File: config.mk
export PLATFORM = sky130hd
export DESIGN_NAME = id_decode_pipe
export DESIGN_NICKNAME = d
export VERILOG_FILES = /design/src/rtl/id_decode_pipe.sv
export SDC_FILE = /design/constraint.sdc
export NUM_CORES = 2
export LEC_CHECK = 0
export CAP_MARGIN = 20
export CORE_MARGIN = 4
export CORE_UTILIZATION = 45
export DETAILED_ROUTE_END_ITERATION = 8
export PLACE_DENSITY = 0.69
export RECOVER_POWER = 50
export SYNTH_ARGS = -nofsm -noshare
export SYNTH_HDL_FRONTEND = slang
export SYNTH_SLANG_ARGS = --single-unit
File: constraint.sdc
create_clock -name clk -period 4.4 [get_ports clk]
set_input_delay 0.88 -clock clk [delete_from_list [all_inputs] [get_ports clk]]
set_output_delay 0.88 -clock clk [all_outputs]
set_load 0.1 [all_outputs]
File: src/rtl/id_decode_pipe.sv
// id_decode_pipe: instruction decode stage. Holds the register file, decodes
// the IF instruction, detects load-use hazards against the instruction now in
// EXE, resolves branches and registers the decoded fields into ID/EXE.
//
// Optional feature (macro ID_WB_BYPASS_EN): when defined, a register read whose
// address matches an active write-back returns wb_data in the same cycle. When
// undefined, the read returns the value stored before that write.
//
// Handshake: instr_valid qualifies instr. While stall is high, IF must present
// the same instr/instr_valid again next cycle. valid_out qualifies the
// registered ID/EXE fields; with valid_out low they are a bubble.
//
// Opcode map (instr[31:26]) -> exe_cmd:
//   0 NOP, 1 ADD->1, 3 SUB->2, 5 AND->3, 6 OR->4, 7 NOR->5, 8 XOR->6,
//   9 SLA->7, 10 SLL->7, 11 SRA->8, 12 SRL->9, 32 ADDI->1, 33 SUBI->2,
//   36 LD->1, 37 ST->1, 40 BEZ, 41 BNE, 42 JMP (branches carry exe_cmd 0).
//   Unknown opcodes decode as NOP.
module id_decode_pipe #(
    parameter  int DATA_W   = 32,
    parameter  int NUM_REGS = 32,
    localparam int REG_AW   = $clog2(NUM_REGS)
) (
    input  logic              clk,
    input  logic              rst,
    input  logic [31:0]       instr,
    input  logic              instr_valid,
    input  logic              flush,
    input  logic [DATA_W-1:0] wb_data,
    input  logic [REG_AW-1:0] wb_dest,
    input  logic              wb_we,
    output logic [DATA_W-1:0] val1,
    output logic [DATA_W-1:0] val2,
    output logic [DATA_W-1:0] reg2,
    output logic [REG_AW-1:0] dest,
    output logic [3:0]        exe_cmd,
    output logic              mem_r_en,
    output logic              mem_w_en,
    output logic              wb_en,
    output logic              valid_out,
    output logic              stall,
    output logic              br_taken,
    output logic [DATA_W-1:0] br_offset
);

    localparam logic [5:0] OP_ADD  = 6'd1;
    localparam logic [5:0] OP_SUB  = 6'd3;
    localparam logic [5:0] OP_AND  = 6'd5;
    localparam logic [5:0] OP_OR   = 6'd6;
    localparam logic [5:0] OP_NOR  = 6'd7;
    localparam logic [5:0] OP_XOR  = 6'd8;
    localparam logic [5:0] OP_SLA  = 6'd9;
    localparam logic [5:0] OP_SLL  = 6'd10;
    localparam logic [5:0] OP_SRA  = 6'd11;
    localparam logic [5:0] OP_SRL  = 6'd12;
    localparam logic [5:0] OP_ADDI = 6'd32;
    localparam logic [5:0] OP_SUBI = 6'd33;
    localparam logic [5:0] OP_LD   = 6'd36;
    localparam logic [5:0] OP_ST   = 6'd37;
    localparam logic [5:0] OP_BEZ  = 6'd40;
    localparam logic [5:0] OP_BNE  = 6'd41;
    localparam logic [5:0] OP_JMP  = 6'd42;

    localparam logic [1:0] BR_NONE = 2'b00;
    localparam logic [1:0] BR_EZ   = 2'b01;
    localparam logic [1:0] BR_NE   = 2'b10;
    localparam logic [1:0] BR_AL   = 2'b11;

    logic [DATA_W-1:0] rf [NUM_REGS];

    logic [3:0]        c_exe_cmd;
    logic              c_mem_read;
    logic              c_mem_write;
    logic              c_wb_enable;
    logic              c_is_imm;
    logic [1:0]        c_branch;

    logic [REG_AW-1:0] src1;
    logic [REG_AW-1:0] src2;
    logic [REG_AW-1:0] dest_d;
    logic [DATA_W-1:0] imm;
    logic [DATA_W-1:0] rd1;
    logic [DATA_W-1:0] rd2;
    logic              wb_hit;
    logic              br_cond;
    logic              issue;

    assign src1   = REG_AW'(instr[25:21]);
    assign src2   = REG_AW'(instr[20:16]);
    assign imm    = DATA_W'($signed(instr[15:0]));
    assign dest_d = c_is_imm ? REG_AW'(instr[20:16]) : REG_AW'(instr[15:11]);

    // A write-back only lands when it targets a real, non-zero register.
    assign wb_hit = wb_we && (wb_dest != '0) && (int'(wb_dest) < NUM_REGS);

    // Control unit: opcode to execution command and control flags.
    always_comb begin
        c_exe_cmd   = 4'd0;
        c_mem_read  = 1'b0;
        c_mem_write = 1'b0;
        c_wb_enable = 1'b0;
        c_is_imm    = 1'b0;
        c_branch    = BR_NONE;
        case (instr[31:26])
            OP_ADD:  begin c_exe_cmd = 4'd1; c_wb_enable = 1'b1; end
            OP_SUB:  begin c_exe_cmd = 4'd2; c_wb_enable = 1'b1; end
            OP_AND:  begin c_exe_cmd = 4'd3; c_wb_enable = 1'b1; end
            OP_OR:   begin c_exe_cmd = 4'd4; c_wb_enable = 1'b1; end
            OP_NOR:  begin c_exe_cmd = 4'd5; c_wb_enable = 1'b1; end
            OP_XOR:  begin c_exe_cmd = 4'd6; c_wb_enable = 1'b1; end
            OP_SLA,
            OP_SLL:  begin c_exe_cmd = 4'd7; c_wb_enable = 1'b1; end
            OP_SRA:  begin c_exe_cmd = 4'd8; c_wb_enable = 1'b1; end
            OP_SRL:  begin c_exe_cmd = 4'd9; c_wb_enable = 1'b1; end
            OP_ADDI: begin c_exe_cmd = 4'd1; c_wb_enable = 1'b1; c_is_imm = 1'b1; end
            OP_SUBI: begin c_exe_cmd = 4'd2; c_wb_enable = 1'b1; c_is_imm = 1'b1; end
            OP_LD:   begin c_exe_cmd = 4'd1; c_wb_enable = 1'b1; c_is_imm = 1'b1; c_mem_read = 1'b1; end
            OP_ST:   begin c_exe_cmd = 4'd1; c_is_imm = 1'b1; c_mem_write = 1'b1; end
            OP_BEZ:  begin c_branch = BR_EZ; c_is_imm = 1'b1; end
            OP_BNE:  begin c_branch = BR_NE; end
            OP_JMP:  begin c_branch = BR_AL; c_is_imm = 1'b1; end
            default: ;
        endcase
    end

    // Register file write port; register 0 is never written.
    always_ff @(posedge clk or negedge rst) begin
        if (!rst) begin
            for (int i = 0; i < NUM_REGS; i++) rf[i] <= '0;
        end else if (wb_hit) begin
            rf[wb_dest] <= wb_data;
        end
    end

    // Register file read ports, optionally bypassing the write-back in flight.
    always_comb begin
        rd1 = '0;
        rd2 = '0;
        if (src1 != '0 && int'(src1) < NUM_REGS) rd1 = rf[src1];
        if (src2 != '0 && int'(src2) < NUM_REGS) rd2 = rf[src2];
`ifdef ID_WB_BYPASS_EN
        if (wb_hit && wb_dest == src1) rd1 = wb_data;
        if (wb_hit && wb_dest == src2) rd2 = wb_data;
`endif
    end

    // Load-use hazard against the load sitting in EXE; a flushed slot never stalls.
    assign stall = instr_valid && !flush && valid_out && mem_r_en && (dest != '0) &&
                   ((dest == src1) || ((dest == src2) && !c_is_imm));

    // Branch condition on the (possibly bypassed) read values.
    always_comb begin
        br_cond = 1'b0;
        case (c_branch)
            BR_EZ:   br_cond = (rd1 == '0);
            BR_NE:   br_cond = (rd1 != rd2);
            BR_AL:   br_cond = 1'b1;
            default: br_cond = 1'b0;
        endcase
    end

    assign br_taken  = instr_valid && !stall && !flush && br_cond;
    assign br_offset = imm;
    assign issue     = instr_valid && !flush && !stall;

    // ID/EXE register: capture the decoded instruction or load a bubble.
    always_ff @(posedge clk or negedge rst) begin
        if (!rst) begin
            val1      <= '0;
            val2      <= '0;
            reg2      <= '0;
            dest      <= '0;
            exe_cmd   <= '0;
            mem_r_en  <= 1'b0;
            mem_w_en  <= 1'b0;
            wb_en     <= 1'b0;
            valid_out <= 1'b0;
        end else if (issue) begin
            val1      <= rd1;
            val2      <= c_is_imm ? imm : rd2;
            reg2      <= rd2;
            dest      <= dest_d;
            exe_cmd   <= c_exe_cmd;
            mem_r_en  <= c_mem_read;
            mem_w_en  <= c_mem_write;
            wb_en     <= c_wb_enable;
            valid_out <= 1'b1;
        end else begin
            val1      <= '0;
            val2      <= '0;
            reg2      <= '0;
            dest      <= '0;
            exe_cmd   <= '0;
            mem_r_en  <= 1'b0;
            mem_w_en  <= 1'b0;
            wb_en     <= 1'b0;
            valid_out <= 1'b0;
        end
    end

endmodule

# --- Yosys cells after proc, flatten, opt, wreduce, memory -nomap -nowiden ---
# Cells that the tools add are included.
totals:
  ff_bits: 1133
  in_bits: 74
  word_cells: 126
op_classes:
  order_cmp: 4
  n_eq_ne: 23
  n_mux: 29
  bitwise_logic: 3
  n_reduce_logical: 26
op_table:
  columns: ["op", "count"]
  rows:
  - ["$bwmux W1024", 1]
  - ["$mux W32", 11]
  - ["$bmux W32 S5", 2]
  - ["$demux W32 S5", 1]
  - ["$eq A6 B6 Y1 const B", 7]
  - ["$pmux W4 S9", 1]
  - ["$logic_not A32 Y1", 1]
  - ["$ne A32 B32 Y1", 1]
  - ["$eq A6 B4 Y1 const B", 5]
  - ["$reduce_bool A5 Y1", 4]
  - ["$eq A6 B3 Y1 const B", 3]
  - ["$ge A6 B6 Y1 const B", 3]
  - ["$not A5 Y6", 3]
  - ["$reduce_or A13 Y1", 1]
  - ["$logic_and A1 B1 Y1", 12]
  - ["$eq A5 B5 Y1", 2]
  - ["$mux W5", 2]
  - ["$mux W1", 8]
  - ["$eq A6 B1 Y1 const B", 1]
  - ["$eq A6 B2 Y1 const B", 1]
  - ["$lt A6 B1 Y1 const B", 1]
  - ["$pmux W2 S3", 1]
  - ["$reduce_or A6 Y1", 1]
  - ["$eq A2 B2 Y1 const B", 2]
  - ["other kinds (7)", 10]

# --- Logic depth before layout (Yosys ltp) ---
logic_depth:
  depth_word: 11
  depth_mapped: 16
  depth_no_buf: 10

# --- Worst setup path after synthesis ---
# No wires, ideal clock.
synth_timing:
  kind: "input-to-output"
  start: "in instr[22]"
  end: "out br_taken"
  arrival_ns: 5.427
  required_time_ns: 3.520
  slack_ns: -1.907
  stages: 12
  n_path_buf: 5
  path_cell_list: "buf_6 buf_8 buf_6 buf_4 xor2_1 nor3_1 nand3_1 a221oi_1 or3b_2 buf_2 nor3_1 a41o_1"
synth_via:
  word_cells_on_any_way: 16
  cone_classes: "eq/ne (2); mux (5); bitwise (1); reduce/logical (8)"
synth_rtl:
  columns: ["element", "line", "text"]
  rows:
  - ["start: declaration", "25", "input logic [31:0] instr,"]
  - ["$eq A5 B5 Y1", "148", "((dest == src1) || ((dest == src2) && !c_is_imm));"]
  - ["$logic_or A1 B1 Y1", "148", null]
  - ["$logic_and A1 B1 Y1", "147", "assign stall = instr_valid && !flush && valid_out && mem_r_en && (dest != '0) &&"]
  - ["via stall", "40", "output logic stall,"]
  - ["$logic_not A1 Y1", "161", "assign br_taken = instr_valid && !stall && !flush && br_cond;"]
  - ["$logic_and A1 B1 Y1 (3 in series)", "161", null]
  - ["end: declaration", "41", "output logic br_taken,"]
# The timed path passes the listed nets, and every way through them passes these cells. The select of a mux whose other input is x is not followed.

# --- Worst setup path after layout ---
layout_timing:
  start: "in instr[21]"
  end: "out br_taken"
layout_via:
  elab_chain_len: 8
  word_cells_on_any_way: 16
  cone_classes: "eq/ne (2); mux (5); bitwise (1); reduce/logical (8)"
layout_rtl:
  columns: ["element", "line", "text"]
  rows:
  - ["$not A5 Y6 (not written as such)", "138", "if (src1 != '0 && int'(src1) < NUM_REGS) rd1 = rf[src1];"]
  - ["$bmux W32 S5", "138", null]
  - ["$mux W32 (not written as such) (2 in series)", "138", null]
  - ["$mux W32", "138", null]
  - ["$ne A32 B32 Y1 / $logic_not A32 Y1 (equally long branches)", "155, 154", null]
  - ["$pmux W1 S3", "153", "case (c_branch)"]
  - ["$logic_and A1 B1 Y1 (*)", "161", null]
# Every way passes the cells marked *; elsewhere a longest branch is shown, timed or not. The select of a mux whose other input is x is not followed.

==> results.py <==
metrics = {
    "run_status": {
        "outcome": "complete, but fails checks",
        "violations": "capacitance limit, slew limit, setup timing",
    },
    "critical_path": {
        "cp-start-kind": "primary input",
        "crit_fanout": 9,
        "crit_slowest_cell": "mux4_2",
        "path_buf_inv": 5,
        "cp_slowest_stage_delay_ps": 490,
        "cp.arrival_ps": 4050,
        "crit_type": "in -> out",
        "cpLargestDelayFamily": "buffers and inverters",
        "crit_top_cell": "nand4_1",
        "cp.required_ps": 3520,
        "cp_cell_sequence": "buf_16, bufbuf_16, buf_6, mux4_2, a22oi_1, a211o_1, xor2_1, nor4_2, nand4_1, nor3_2, nand4_1, buf_4, a41o_4, buf_12",
        "crit_path_end_kind": "output pin",
    },
    "sta": {
        "layout_min_cycle_time_ps": 4930,
        "tightest_slew_ps": 2490,
        "fin_skew_ps": 41.8,
        "finalSetupViolCount": 1,
        "max_freq_mhz": 203,
        "rsz0062_at_grt": "true",
        "relSlewSlack_pct": -66.0,
        "drv_slew": 340,
        "worst_slack_ps": -534,
        "setup_tns_ps": -534,
        "fin_crit_sh_pct": 112,
        "final_hold_viol_count": 0,
    },
    "die": {
        "coreArea_mm2": 0.130,
        "die_area_mm2": 0.137,
        "row_count": 132,
        "io_pins": 217,
        "start_util_pct": 45.4,
        "fp.dieH_um": 370,
        "die-width_um": 370,
    },
    "global_routing": {
        "grt.total_usage_pct": 29.4,
        "grt_start_max_net_pins": 109,
        "grt_pass1_wl_um": 295000,
        "grt_pass1_vias": 41700,
        "antenna_found_initial": 8,
        "grt_overflow": 0,
    },
    "clocking": {
        "clock_sinks": 1131,
        "clock_latency_ps": 750,
        "cts_tree": "yes",
        "ctsRootBufferMaster": "clkbuf_16",
        "hold_buffers": 0,
        "cts_made_buffers": 118,
        "htreeDepth": 3,
        "clk_path_buf_depth": 3,
        "clk_pin_slew_ps": 60,
    },
    "finish": {
        "syn_to_final_growth_pct": 21.8,
        "fin_area_mm2": 0.0717,
        "fin_nets": 4575,
        "drive_gt1_share_pct": 53.1,
    },
    "pwr": {
        "swShare_pct": 29.0,
        "p_leak_uw": 0.0314,
        "power_uw": 31400,
        "power_switching_uw": 9100,
        "clockPowerShare_pct": 33.0,
        "p_int_uw": 22300,
        "seqPwrFrac_pct": 43.4,
        "combPwrFrac_pct": 23.6,
        "peakVddDrop_mv": 0.345,
        "power.density_mw_per_mm2": 438,
    },
    "routing": {
        "postRouteAntennaNets": 0,
        "routed_wl_um": 202000,
        "drc_errors": 0,
        "avgRoutedWirePerCell_um": 31.9,
        "avgViaCountPerCell": 6.48,
        "drt-initial-drc-count": 4871,
        "via_count": 41100,
        "first_pass_iters": 6,
    },
    "logic_synthesis": {
        "yosys.area.top_type": "dfrtp_1",
        "post-synth-top-count-cell": "dfrtp_1",
        "syn_area_mm2": 0.0589,
        "netlist-cell-type-count": 70,
        "syn_avg_cell_area_um2": 14.5,
        "synthArstFlopShare_pct": 100,
        "synth_top_area_share_pct": 48.1,
        "synth-edff-count": 0,
        "synthTopCellsByArea": "dfrtp_1 (48%), mux2_2 (21%), mux4_2 (16%)",
        "ys.flop_type": "dfrtp_1",
        "synth-seq-cells": 1131,
        "synthTopCellsByCount": "dfrtp_1 (1131), mux2_2 (1106), mux4_2 (407)",
        "synth_warnings": 0,
        "synth-seq-area-share_pct": 48.1,
        "synth.net_count": 4130,
        "synth_cells": 4056,
    },
    "placement": {
        "dp_slack_ps": -1090,
        "gp_congestion": 0.907,
        "postPlaceCellArea_mm2": 0.0661,
        "dpl.hpwl_um": 131000,
        "port_buffers": 216,
    },
    "min_path": {
        "hold_class": "reg -> reg",
    },
    "job": {
        "max_cap_violations": 5,
    },
}
[cell families after synthesis]
logic type	share of synthesized area [%]
compound gates	4.50
simple gates	2.79
flops	48.1
mux	39.9
buf+inv	4.07
xor+xnor	0.625
[per-stage QoR]
step	utilization [%]	hold slack [ps]	instances
3_3_place_gp	51.0	359	6059
4_1_cts	55.2	185	6326
2_1_floorplan	-	422	4056
5_1_grt	55.3	384	6338
6_report	55.3	373	6342
3_5_place_dp	51.0	360	6059
[final timing paths]
check / from / endpoint / slack (ps) / depth (start not counted)
hold reg to reg: rf[1018] / rf[1018] / 370 / 0
setup reg to reg: dest[4] / val1[1] / 980 / 10
max in group asynchronous: rst / rf[721] / 380 / 3
min in group asynchronous: rst / exe_cmd[2] / 880 / 1
setup / recovery: instr[21] / br_taken / -530 / 14
hold / removal: rf[1018] / rf[1018] / 370 / 0
[final cells by class]
type	count	area, um^2
flip-flops and latches	1131	28300
diodes	4	10.0
inverters	4	15.0
clock buffers	171	3440
repair buffers	795	8320
clock inverters	44	538
fillers	10300	58000
well taps	1742	2180
multi-input cells	2451	28900
[metal layers]
layer  wire length, um  track usage, %
met5                47               0
met4              9860            11.9
met3             19600            7.61
met2             91600            44.8
met1             81200            40.5
[placed cells by master (no fill, tap or decap), types with 12 or more instances in the layout]
cell	n
buf_16	22
nand2_1	52
mux2i_1	154
clkinv_2	20
nand3_1	22
buf_6	19
o221ai_2	17
xnor2_1	23
mux4_2	408
nor2_4	16
mux2_2	1103
buf_4	436
a22oi_1	31
o21ai_0	52
o221ai_1	44
a211oi_1	12
dfrtp_1	1131
a221o_1	31
clkdlybuf4s50_1	169
clkbuf_1	36
clkbuf_8	29
clkbuf_16	120
buf_12	89
clkbuf_2	13
nand2_2	19
nor2b_1	20
nand4_1	17
a21oi_1	116
o22ai_1	13
nor2_1	117
[registers in the layout, indices dropped and copies added (netlist names)]
| name | flops |
|---|---|
| wb_en | 1 |
| valid_out | 1 |
| val1 | 32 |
| mem_w_en | 1 |
| rf | 1022 |
| mem_r_en | 1 |
| dest | 5 |
| exe_cmd | 4 |
| reg2 | 32 |
| val2 | 32 |
[power groups by stage]
| stage | Sequential, uW | Clock [uW] | Combinational [uW] |
|---|---|---|---|
| finish | 13600 | 10400 | 7400 |
| global route | 13800 | 10900 | 7790 |
| CTS | 13500 | 10500 | 7320 |
| detailed placement | 13700 | 0 | 7040 |
| global placement | 13600 | 0 | 6930 |
| floorplan | 13600 | 0 | 4550 |
[what timing repair did]
item	in CTS	in global routing
gates cloned	14	0
resized for setup	130	19
endpoints found under the setup margin	1	1
buffers inserted	38	3
pin swaps	27	15
endpoints found under the hold margin	0	0
Note: power is estimated with default switching activity, not from simulation.
